$ cat config.mk
export PLATFORM = sky130hd
export DESIGN_NAME = fwd_src_pipe
export DESIGN_NICKNAME = d
export VERILOG_FILES = /design/src/rtl/fwd_src_pipe.sv
export SDC_FILE = /design/constraint.sdc
export NUM_CORES = 1
export LEC_CHECK = 0
export ABC_AREA = 1
export CORE_MARGIN = 4
export CORE_UTILIZATION = 47
export DETAILED_ROUTE_END_ITERATION = 12
export PLACE_DENSITY = 0.87
export SYNTH_ARGS = -nofsm -noshare
export SYNTH_HDL_FRONTEND = slang
export SYNTH_SLANG_ARGS = --single-unit
$ cat constraint.sdc
create_clock -name clk -period 4.55 [get_ports clk]
set_input_delay 0.91 -clock clk [delete_from_list [all_inputs] [get_ports clk]]
set_output_delay 0.91 -clock clk [all_outputs]
set_load 0.02 [all_outputs]
$ cat src/rtl/fwd_src_pipe.sv
//==============================================================================
// Module      : fwd_src_pipe
// Description : Producer side of the forwarding interface for a 5-stage RV32I
//               core. Carries register tags from Decode through Execute,
//               Memory and Writeback, and produces the load-use / taken-branch
//               stall and flush controls.
//               Optional macro FWD_SRC_PERF_EN adds saturating stall and flush
//               event counters (stall_cnt_o / flush_cnt_o).
// Revision    : 1.0 - initial release
//==============================================================================
`default_nettype none

module fwd_src_pipe #(
    parameter int REG_ADDR_W = 5,
    parameter int CNT_W      = 32
) (
    input  logic                  clk,
    input  logic                  rst_n,
    input  logic [REG_ADDR_W-1:0] Rs1D,
    input  logic [REG_ADDR_W-1:0] Rs2D,
    input  logic [REG_ADDR_W-1:0] RdD,
    input  logic                  RegWriteD,
    input  logic                  LoadD,
    input  logic                  PCSrcE,
    input  logic                  stall_i,
    output logic [REG_ADDR_W-1:0] Rs1E,
    output logic [REG_ADDR_W-1:0] Rs2E,
    output logic [REG_ADDR_W-1:0] RdM,
    output logic                  RegWriteM,
    output logic [REG_ADDR_W-1:0] RdW,
    output logic                  RegWriteW,
    output logic                  StallF,
    output logic                  StallD,
    output logic                  FlushD,
    output logic                  FlushE
`ifdef FWD_SRC_PERF_EN
    ,
    output logic [CNT_W-1:0]      stall_cnt_o,
    output logic [CNT_W-1:0]      flush_cnt_o
`endif
);

    localparam logic [REG_ADDR_W-1:0] c_X0 = '0;

    // Counter width must be at least one bit even when counters are compiled out
    generate
        if (CNT_W < 1) begin : g_cntWidthBad
            $error("fwd_src_pipe: CNT_W must be at least 1");
        end
    endgenerate

    // Pipeline state
    logic [REG_ADDR_W-1:0] r_rs1E;
    logic [REG_ADDR_W-1:0] r_rs2E;
    logic [REG_ADDR_W-1:0] r_rdE;
    logic                  r_regWriteE;
    logic                  r_loadE;
    logic [REG_ADDR_W-1:0] r_rdM;
    logic                  r_regWriteM;
    logic [REG_ADDR_W-1:0] r_rdW;
    logic                  r_regWriteW;

    logic w_ldUse;
    logic w_bubbleE;

    // Load in Execute whose (non-x0) destination is read by the Decode instruction
    assign w_ldUse = r_loadE & (r_rdE != c_X0) &
                     ((r_rdE == Rs1D) | (r_rdE == Rs2D));

    // A taken branch and a load-use both insert a bubble into Execute
    assign w_bubbleE = PCSrcE | w_ldUse;

    // Tag pipeline: freeze on stall_i, otherwise advance with optional E bubble
    always_ff @(posedge clk) begin
        if (!rst_n) begin
            r_rs1E      <= '0;
            r_rs2E      <= '0;
            r_rdE       <= '0;
            r_regWriteE <= 1'b0;
            r_loadE     <= 1'b0;
            r_rdM       <= '0;
            r_regWriteM <= 1'b0;
            r_rdW       <= '0;
            r_regWriteW <= 1'b0;
        end else if (!stall_i) begin
            r_rdW       <= r_rdM;
            r_regWriteW <= r_regWriteM;
            r_rdM       <= r_rdE;
            r_regWriteM <= r_regWriteE;
            if (w_bubbleE) begin
                r_rs1E      <= '0;
                r_rs2E      <= '0;
                r_rdE       <= '0;
                r_regWriteE <= 1'b0;
                r_loadE     <= 1'b0;
            end else begin
                r_rs1E      <= Rs1D;
                r_rs2E      <= Rs2D;
                r_rdE       <= RdD;
                // x0 is never advertised as a writable destination downstream
                r_regWriteE <= RegWriteD & (RdD != c_X0);
                r_loadE     <= LoadD;
            end
        end
    end

    assign Rs1E      = r_rs1E;
    assign Rs2E      = r_rs2E;
    assign RdM       = r_rdM;
    assign RegWriteM = r_regWriteM;
    assign RdW       = r_rdW;
    assign RegWriteW = r_regWriteW;

    // Hazard controls; a branch overrides the load-use stall since Decode is flushed
    assign StallF = stall_i | (w_ldUse & ~PCSrcE);
    assign StallD = stall_i | (w_ldUse & ~PCSrcE);
    assign FlushD = PCSrcE & ~stall_i;
    assign FlushE = (PCSrcE | w_ldUse) & ~stall_i;

`ifdef FWD_SRC_PERF_EN
    localparam logic [CNT_W-1:0] c_CNT_ONE = CNT_W'(1);

    logic [CNT_W-1:0] r_stallCnt;
    logic [CNT_W-1:0] r_flushCnt;

    // Saturating event counters for load-use stalls and taken-branch flushes
    always_ff @(posedge clk) begin
        if (!rst_n) begin
            r_stallCnt <= '0;
            r_flushCnt <= '0;
        end else begin
            if (w_ldUse & ~PCSrcE & ~stall_i & ~(&r_stallCnt)) begin
                r_stallCnt <= r_stallCnt + c_CNT_ONE;
            end
            if (PCSrcE & ~stall_i & ~(&r_flushCnt)) begin
                r_flushCnt <= r_flushCnt + c_CNT_ONE;
            end
        end
    end

    assign stall_cnt_o = r_stallCnt;
    assign flush_cnt_o = r_flushCnt;
`endif

endmodule

`default_nettype wire

==> metrics <==
Worst Max-Slew Pin Slew 0.610 ns; dominant cells by area after synthesis dfxtp_1 (40%), nand2_1 (10%), nor2_1 (9.5%); Place WS between 0.8 and 0.9 ns; first-pass GRT wire length between 5000 and 6000 um; worst-path fanout max 19; slowest library cell on the worst path clkdlybuf4s50_1; Register Area 581 um2; maxcap violations 0; CTS max path bufs 2; post-route cell area 0.00199 mm2; Area growth syn-to-layout 36.2%; syn_nets 229; compound-cell area share of the yosys netlist 0.157; f_max 265 MHz; Tcrit/Tclk final 0.830; Leak Pwr 0.847 nW; routed vias 1470; R2R Path End r_rdE[1]; nets between 200 and 300; Setup crit end kind output pin; die width 63.8 um; Req. time, crit path ~3.6 ns; slowest stage delay, CP 0.62 ns; drt drc 0; crit path time final 3.78 ns; switching share of total power 0.282; vias in the first global route 1337; gr busiest metal met2; HP Class flip-flop to flip-flop; Vias/cell 4.98; Iter 0 DRT Violations 64; largest net degree at the start of global routing 35; initial antenna violation count 0; DR pass1 iterations 6; Yosys cell types 22; Final Worst Setup Slack 0.772 ns; sequential share of the synthesized area 0.397; Layout Skew 0.0108 ns; remaining global-route overflow 0; Total GRT Usage 0.177; Synth Area in Adders 0; slew margin rel. 0.591; worst hold slack 0.468 ns; fillers 253; final setup fails 0; clock buffer count from CTS 5; WL/cell approximately 12 um; # IOs 47; Antenna Nets Post-Route 0; most common cell after layout, fill and taps aside clkdlybuf4s50_1; hpwl dp 2430 um; Buffers on Ports between 40 and 50; kind of critical path input port to output pin; share of total power in combinational logic 0.200; layout cells sized above 1 0.138; r2r worst-path depth 9; Final Max Slew Viols 0; H-tree depth 2; cts hold-fix bufs 0; die height roughly 64 um; Post-DP Area 0.00192 mm2; CTS tree done; Rows 19; met3 usage 0.0525; Sinks on Clock Net 29; biggest area consumer among synthesized cells dfxtp_1; CP arrival 2.87 ns; grt met1 use 0.207; area of the multi-input gates 707 um2; HP Start r_loadE; YS warnings 0; internal power between 400 and 500 uW; GR Layer Usage met2 0.288; Root Buffer clkbuf_4; Yosys reg bits 29; most frequent cells in the layout clkdlybuf4s50_1 (46), nand2_1 (39), nor2_1 (37); XOR/XNOR share of the synthesized area 0.0120; cell area after synthesis ~0.0015 mm2; Switch Pwr 160 uW; Synth Area in Simple Gates 0.314; critical path, cell by cell clkdlybuf4s50_1 -> inv_1 -> nand2_1 -> nand2_1 -> nor2_1 -> nand3_1 -> nand2_2 -> nand2_4 -> o21ai_2 -> clkdlybuf4s50_1; R2R setup slack 3.11 ns; Reg power frac 0.480; outcome completed; latest clock arrival within the worst-skew pair approximately 0.34 ns; GP Congestion 0.885; routed wire length 3460 um; Max VDD drop ~0.00013 V; final hold vios 0; Setup Buffers After CTS 0; reg2reg start r_rdE[4]; Syn Area/Cell 7.04 um2; pwr dens 285 mW/mm2; largest family of logic cells by synthesized area simple AND/OR/NAND/NOR gates; RSZ-0062 raised after global routing false; hold path endpoint r_loadE; clk slew on worst S/H paths around 0.080 ns; post_cts resized 0; proportion of synthesized area in mux cells 0; Worst Setup Start Kind input port; setup TNS 0 ns; Core Area between 0.002 and 0.003 mm2; Die ar. ~0.0041 mm2; Clock power frac 0.320; post-synth top area share 0.397; Syn Inst Count 208; Hold Crit Depth 2; Antenna Cells 0; starting density of the core 0.509
==> synthesized netlist by cell type <==
cell,count
nand3_2,8
nor2_1,37
clkinv_1,2
clkbuf_1,6
buf_2,2
nand2_4,1
a21oi_4,1
inv_1,21
buf_4,3
xnor2_1,2
a21oi_2,8
nand4_1,1
a21oi_1,14
dfxtp_1,29
nand2_1,39
nand2_2,1
inv_2,4
o21ai_0,13
o21ai_2,1
nor3_1,1
buf_12,1
nand3_1,13
==> critical path: cells and delay by family <==
family                 cells  cell delay [ns]
buffers and inverters      3             1.15
AO/OA/AOI/OAI              1             0.18
AND/OR/NAND/NOR            6             0.63
==> flip-flops by register name, summed over array words and instances (netlist names) <==
register / flops
RegWriteM: 1
r_loadE: 1
RdM: 5
RegWriteW: 1
r_rdE: 5
RdW: 5
Rs2E: 5
r_regWriteE: 1
Rs1E: 5
==> layer usage <==
layer / wire length, um / share of wire
met4: 80 / 0.023
met1: 1500 / 0.43
met5: 0 / 0
met2: 1660 / 0.48
met3: 223 / 0.064
==> cell families (layout without fill, tap and decap cells) <==
kind of cell	after synthesis	after routing
and+or+nand+nor	101	101
buffers and inverters	39	84
AOI/OAI and AO/OA	37	37
DFF	29	29
xor gates and xnor gates	2	2
==> power by group through the flow <==
stage	Sequential [mW]	Combinational, mW	Clock (mW)
final	0.273	0.114	0.182
after detailed placement	0.279	0.113	0
after floorplan	0.290	0.0528	0
after CTS	0.273	0.114	0.184
after global placement	0.279	0.112	0
after global routing	0.276	0.124	0.193
==> per-stage QoR <==
step / utilization / std cells / total power [mW]
floorplan: - / 208 / 0.343
global placement: 0.669 / 287 / 0.391
detailed placement: 0.669 / 287 / 0.392
CTS: 0.693 / 295 / 0.572
global route: 0.693 / 295 / 0.592
finish: 0.693 / 295 / 0.569
==> cell type report <==
class                           instances  share of cell area
Clock buffer                            7              0.0326
Clock inverter                          1             0.00251
Inverter                               27              0.0508
Multi-Input combinational cell        140               0.354
Sequential cell                        29               0.291
Tap cell                               42              0.0263
Timing Repair Buffer                   49               0.242
==> worst max path at each step <==
stage | start | end | slack [ns] | depth (start not counted)
final | Rs2D[4] | StallD | 0.77 | 10
after floorplan | Rs1D[2] | StallF | 1.68 | 10
after detailed placement | Rs2D[0] | StallD | 0.83 | 10
after global routing | Rs2D[1] | StallD | 0.67 | 10
after global placement | Rs1D[0] | StallF | 0.85 | 10
after CTS | Rs2D[2] | StallD | 0.78 | 10
No activity file was read; power rests on OpenSTA's default activity.
